<file path="config.mk">
export PLATFORM = sky130hd
export DESIGN_NAME = mem_access_stage
export DESIGN_NICKNAME = d
export VERILOG_FILES = /design/src/rtl/mips_pkg.sv /design/src/rtl/mem_wb_reg.sv /design/src/rtl/mem_access_stage.sv
export SDC_FILE = /design/constraint.sdc
export NUM_CORES = 1
export LEC_CHECK = 0
export CAP_MARGIN = 20
export CORE_UTILIZATION = 41
export CTS_BUF_LIST = sky130_fd_sc_hd__clkbuf_4 sky130_fd_sc_hd__clkbuf_8
export DETAILED_ROUTE_END_ITERATION = 12
export PLACE_DENSITY = 0.8
export SYNTH_ARGS = -nofsm -noshare
export SYNTH_HDL_FRONTEND = slang
export SYNTH_HIERARCHICAL = 1
export SYNTH_SLANG_ARGS = --single-unit
</file>
<file path="constraint.sdc">
create_clock -name clk -period 3.4 [get_ports clk]
set_input_delay 0.34 -clock clk [delete_from_list [all_inputs] [get_ports clk]]
set_output_delay 0.34 -clock clk [all_outputs]
set_load 0.01 [all_outputs]
</file>
<file path="src/rtl/mips_pkg.sv">
// Shared definitions for the MEM stage of the MIPS pipeline.
//   state_t          - memory-access FSM states (IDLE, REQ)
//   DATA_W           - datapath width
//   TIMEOUT_CYC_DEF  - default cap on cycles spent waiting for dm_ack
//   WB_REGWRITE/WB_MEMTOREG - bit positions inside the 2-bit WB control field
package mips_pkg;

  localparam int DATA_W          = 32;
  localparam int TIMEOUT_CYC_DEF = 16;

  localparam int WB_REGWRITE = 1;
  localparam int WB_MEMTOREG = 0;

  typedef enum logic {
    IDLE = 1'b0,
    REQ  = 1'b1
  } state_t;

endpackage

</file>
<file path="src/rtl/mem_wb_reg.sv">
// MEM/WB pipeline register.
//   clk, rst         - clock, asynchronous active-low reset (clears everything)
//   load             - capture alu/wn/wb (and rdata when rdata_load) this edge
//   bubble           - clear only the WB controls so the slot does nothing
//   rdata_load       - with load, also capture rdata_next (loads only)
//   *_next           - values to capture
//   *_reg            - registered MEM/WB contents
// With neither load nor bubble the register holds.
module mem_wb_reg
  import mips_pkg::*;
(
  input  logic              clk,
  input  logic              rst,
  input  logic              load,
  input  logic              bubble,
  input  logic              rdata_load,
  input  logic [DATA_W-1:0] alu_next,
  input  logic [DATA_W-1:0] rdata_next,
  input  logic [4:0]        wn_next,
  input  logic [1:0]        wb_next,
  output logic [DATA_W-1:0] alu_reg,
  output logic [DATA_W-1:0] rdata_reg,
  output logic [4:0]        wn_reg,
  output logic [1:0]        wb_reg
);

  always_ff @(posedge clk or negedge rst) begin
    if (!rst) begin
      alu_reg   <= '0;
      rdata_reg <= '0;
      wn_reg    <= '0;
      wb_reg    <= '0;
    end else if (load) begin
      alu_reg <= alu_next;
      wn_reg  <= wn_next;
      wb_reg  <= wb_next;
      if (rdata_load) rdata_reg <= rdata_next;
    end else if (bubble) begin
      wb_reg <= '0;
    end
  end

endmodule

</file>
<file path="src/rtl/mem_access_stage.sv">
// MEM pipeline stage: issues data-memory requests, waits for dm_ack with a
// timeout, and feeds the MEM/WB register.
//   clk, rst                     - clock, asynchronous active-low reset
//   alu_in, rd2_in, wn_in, wb_in - EX/MEM result/address, store data, dest reg, WB controls
//   mem_read, mem_write          - EX/MEM memory controls (both high = write)
//   dm_req, dm_we, dm_addr, dm_wdata - data-memory request side
//   dm_ack, dm_rdata             - data-memory completion and read data
//   stall                        - freezes upstream pipeline registers
//   rdata_out, alu_out, wn_out, wb_out - MEM/WB register contents
//   err_align, err_timeout       - sticky error flags, cleared only by reset
// Memory-op latency is issue cycle + REQ cycles: 2 minimum, TIMEOUT_CYC+1 max.
module mem_access_stage
  import mips_pkg::*;
#(
  parameter int TIMEOUT_CYC = TIMEOUT_CYC_DEF
) (
  input  logic              clk,
  input  logic              rst,
  input  logic [DATA_W-1:0] alu_in,
  input  logic [DATA_W-1:0] rd2_in,
  input  logic [4:0]        wn_in,
  input  logic              mem_write,
  input  logic              mem_read,
  input  logic [1:0]        wb_in,
  output logic              dm_req,
  output logic              dm_we,
  output logic [DATA_W-1:0] dm_addr,
  output logic [DATA_W-1:0] dm_wdata,
  input  logic              dm_ack,
  input  logic [DATA_W-1:0] dm_rdata,
  output logic              stall,
  output logic [DATA_W-1:0] rdata_out,
  output logic [DATA_W-1:0] alu_out,
  output logic [4:0]        wn_out,
  output logic [1:0]        wb_out,
  output logic              err_align,
  output logic              err_timeout
);

  localparam logic [3:0] LAST_WAIT = 4'(TIMEOUT_CYC - 1);

  state_t            state;
  logic [3:0]        wait_cnt;
  logic [DATA_W-1:0] req_addr;
  logic [DATA_W-1:0] req_wdata;
  logic              req_we;
  logic [4:0]        req_wn;
  logic [1:0]        req_wb;

  logic              mem_op;
  logic              aligned;
  logic              timed_out;
  logic              stall_c;
  logic              wb_load;
  logic              wb_bubble;
  logic              rd_load;
  logic [DATA_W-1:0] alu_next;
  logic [4:0]        wn_next;
  logic [1:0]        wb_next;

  assign mem_op    = mem_read | mem_write;
  assign aligned   = (alu_in[1:0] == 2'b00);
  assign timed_out = (wait_cnt == LAST_WAIT);

  // Stage control: decide stall and what the MEM/WB register does this edge.
  always_comb begin
    stall_c   = 1'b0;
    wb_load   = 1'b0;
    wb_bubble = 1'b0;
    rd_load   = 1'b0;
    alu_next  = alu_in;
    wn_next   = wn_in;
    wb_next   = wb_in;
    case (state)
      IDLE: begin
        if (mem_op) begin
          // Aligned ops hold MEM/WB at the issue edge; the result lands on ack.
          if (aligned) stall_c = 1'b1;
          else         wb_bubble = 1'b1;
        end else begin
          wb_load = 1'b1;
        end
      end
      REQ: begin
        // Completion uses the latched copy of the instruction, not live inputs.
        alu_next = req_addr;
        wn_next  = req_wn;
        wb_next  = req_wb;
        if (dm_ack) begin
          wb_load = 1'b1;
          rd_load = ~req_we;
        end else if (timed_out) begin
          wb_bubble = 1'b1;
        end else begin
          stall_c   = 1'b1;
          wb_bubble = 1'b1;
        end
      end
      default: ;
    endcase
  end

  // Reset forces IDLE asynchronously, but live inputs could still look like a
  // memory op, so the stall is masked explicitly while in reset.
  assign stall = rst & stall_c;

  // FSM, wait counter, latched request and sticky errors.
  always_ff @(posedge clk or negedge rst) begin
    if (!rst) begin
      state       <= IDLE;
      wait_cnt    <= '0;
      req_addr    <= '0;
      req_wdata   <= '0;
      req_we      <= 1'b0;
      req_wn      <= '0;
      req_wb      <= '0;
      err_align   <= 1'b0;
      err_timeout <= 1'b0;
    end else begin
      case (state)
        IDLE: begin
          if (mem_op) begin
            if (aligned) begin
              state     <= REQ;
              wait_cnt  <= '0;
              req_addr  <= alu_in;
              req_wdata <= rd2_in;
              req_we    <= mem_write;
              req_wn    <= wn_in;
              req_wb    <= wb_in;
            end else begin
              err_align <= 1'b1;
            end
          end
        end
        REQ: begin
          if (dm_ack || timed_out) begin
            // Ack wins over a coincident timeout.
            state     <= IDLE;
            req_addr  <= '0;
            req_wdata <= '0;
            req_we    <= 1'b0;
            if (!dm_ack) err_timeout <= 1'b1;
          end else begin
            wait_cnt <= wait_cnt + 4'd1;
          end
        end
        default: state <= IDLE;
      endcase
    end
  end

  // Request side is driven from registered state only; latches clear on exit.
  assign dm_req   = (state == REQ);
  assign dm_we    = req_we;
  assign dm_addr  = req_addr;
  assign dm_wdata = req_wdata;

  mem_wb_reg u_mem_wb (
    .clk        (clk),
    .rst        (rst),
    .load       (wb_load),
    .bubble     (wb_bubble),
    .rdata_load (rd_load),
    .alu_next   (alu_next),
    .rdata_next (dm_rdata),
    .wn_next    (wn_next),
    .wb_next    (wb_next),
    .alu_reg    (alu_out),
    .rdata_reg  (rdata_out),
    .wn_reg     (wn_out),
    .wb_reg     (wb_out)
  );

endmodule

</file>
==> impl_metrics.py <==
metrics = {
    "place": {
        "portBuffers": 247,
        "gp_congestion": 0.771,
        "place_hpwl_um": 12100,
    },
    "clock_network": {
        "cts.sinks": 150,
        "cts_hold_buf": 1,
        "path_clk_slew_ns": 0.09,
        "htreeDepth": 4,
        "cts_setup_buffers": 0,
        "cts_resized": 0,
        "clock_latency_ns": 0.44,
        "clockBufferDepth": 2,
        "cts_root_buf": "clkbuf_8",
        "cts_buffers": 17,
        "cts_tree": "yes",
    },
    "worst_setup_path": {
        "crit_arrival_ns": 2.53,
        "startpoint_type": "register",
        "critPathKind": "register to output pin",
        "crit_fanout": 26,
        "critPathRequiredTime_ns": 3.06,
        "endpoint_kind": "output pin",
    },
    "drt": {
        "first_iter_violations": 202,
        "ant_nets": 0,
        "detail_route.wl_per_cell_um": 18.9,
        "drc": 0,
        "vias": 4962,
        "wirelength_um": 17900,
        "vias_per_cell": 5.26,
        "dr.pass1.iters": 4,
    },
    "floorplan": {
        "design.die.area_sq_um": 16800,
        "ios": 248,
        "fp-row-count": 46,
        "die_h_um": 129,
        "start_util": 0.419,
        "core-area_sq_um": 15900,
        "die_w_um": 129,
    },
    "cells_and_area": {
        "drive_above_1_share": 0.228,
        "diodes": 0,
        "final_nets": 824,
        "num-fill-cells": 1269,
        "final_util": 0.604,
        "area_growth_pct": 44.0,
    },
    "synth": {
        "synth_edf_count": 0,
        "synth_common_cells": "dfrtp_1, mux2_2, o21ai_0, o2bb2ai_1, mux2_4",
        "syn_nets": 590,
        "yosys.area_share.adder": 0.00188,
        "async_flop_share": 1.00,
        "ys_ff_latch": 150,
        "yosysMostFrequentCell": "dfrtp_1",
        "synth_area_leader_cell": "dfrtp_1",
        "synth_xor_area_frac": 0,
        "syn_inst": 481,
        "yosysTopAreaCellShare": 0.563,
        "synth-seq-area-share": 0.563,
        "synth_compound_area_frac": 0.144,
        "synthesis.area_sq_um": 6660,
        "synth_top_flop_cell": "dfrtp_1",
        "ys_top_cells_by_area": "dfrtp_1, mux2_2, o2bb2ai_1",
        "synthMuxAreaShare": 0.211,
        "synth_top_family_by_area": "multiplexers",
        "yosysWarningCount": 6,
        "syn_area_per_cell_sq_um": 13.8,
        "ys_types": 34,
        "synthSimpleGateAreaFrac": 0.0276,
    },
    "pwr": {
        "ir_drop_mv": 0.327,
        "cellPowerDensity_nw_per_um2": 646,
        "p_leak_nw": 3.98,
    },
    "sta": {
        "finalCriticalPeriod_ns": 2.87,
        "setup_viol_count_final": 0,
        "fin_crit_sh": 0.843,
        "slew_headroom": 0.389,
        "hold_viol_final": 0,
        "worst_pin_slew_ns": 0.916,
        "rsz0062_at_grt": "false",
        "fin_setup_tns_ns": 0,
        "drv_slew": 0,
        "fmax_mhz": 349,
        "fin_skew_ns": 0.0156,
    },
    "global_routing": {
        "grt_pass1_vias": 5350,
        "antenna_found_initial": 0,
        "grt_max_degree": 72,
        "overflow": 0,
        "grtUsageTotal": 0.217,
        "grt_first_pass_wirelength_um": 28000,
    },
    "hold_path": {
        "hold_path_class": "input pin to async pin",
    },
    "run": {
        "maxCapViolations": 0,
    },
    "outcome": {
        "outcome": "finished clean",
    },
}
worst max-delay path, stage by stage (launching register included):
cell and delay (ns):
dfrtp_2 0.71, nor2b_1 0.36, a22oi_1 0.16, inv_1 0.15, and2_1 0.14, clkdlybuf4s50_1 0.58
power breakdown:
group / switching, mW / internal [mW] / leakage, nW
registers: 0.306 / 2.27 / 1.88
clock network: 0.703 / 0.711 / 0.196
logic: 0.822 / 1.38 / 1.90
total: 1.83 / 4.37 / 3.98
layout make-up:
| class | instances | area, sq um | area share |
|---|---|---|---|
| inverters | 5 | 18.8 | 0.00196 |
| repair buffers | 257 | 2550 | 0.266 |
| well taps | 216 | 270 | 0.0282 |
| clock inverters | 12 | 143 | 0.0149 |
| multi-input cells | 284 | 2580 | 0.269 |
| flip-flops and latches | 150 | 3750 | 0.392 |
| clock buffers | 20 | 269 | 0.0281 |
cell usage in the layout (no fill, tap or decap), drive strengths merged, types with 2 or more instances in the layout:
master,netlist,routed
clkbuf,22,20
o221ai,2,2
mux2,115,115
inv,5,9
o21ai,69,69
bufinv,0,2
o31ai,2,2
clkinv,0,2
clkdlybuf4s50,0,246
nor3b,2,2
nor2,4,4
o2bb2ai,62,62
nand2,5,5
dfrtp,150,150
nand3b,2,2
nand2b,3,3
buf,20,10
clkinvlp,0,4
nand4,2,2
o211ai,2,2
nand3,3,3
per-layer routing:
metal	share of wire	wire length, um	up-vias	GRT usage
met5	0	0	-	0
met3	0.070	1250	31	0.0640
met2	0.50	9000	199	0.362
met1	0.40	7180	2486	0.264
li1	-	-	2246	-
met4	0.025	445	0	0.0896
per-stage QoR:
stage	instance area, sq um	power [mW]	hold WS (ns)	cells	setup WS, ns
after global routing	9590	6.52	0.259	944	0.390
final	9590	6.20	0.288	944	0.534
after global placement	9170	4.73	0.172	911	0.786
after floorplan	6660	3.53	0.0444	481	1.28
after detailed placement	9170	4.82	0.178	911	0.752
after CTS	9590	6.26	0.237	944	0.520
worst paths after layout:
path                                          from                            endpoint  slack, ns  cells past startpoint
max in group asynchronous                      rst    u_mem_wb/alu_reg[24]$_DFFE_PN0P_       1.96                      3
setup reg to reg                  dm_req$_DFF_PN0_             dm_wdata[2]$_DFFE_PN0P_       1.04                      4
min in group clk                        rd2_in[31]            dm_wdata[31]$_DFFE_PN0P_       0.45                      2
setup / recovery                  dm_req$_DFF_PN0_                               stall       0.53                      5
hold reg to reg            err_timeout$_DFFE_PN0P_             err_timeout$_DFFE_PN0P_       0.47                      1
hold / removal                                 rst  u_mem_wb/rdata_reg[10]$_DFFE_PN0P_       0.29                      2
kinds of logic (layout without fill, tap and decap cells):
family,after synthesis,count (layout)
buffers and inverters,47,294
adders and majority gates,1,1
AOI/OAI and AO/OA,140,140
muxes,115,115
and+or+nand+nor,28,28
DFF,150,150
Power figures use the tool's default switching activity.
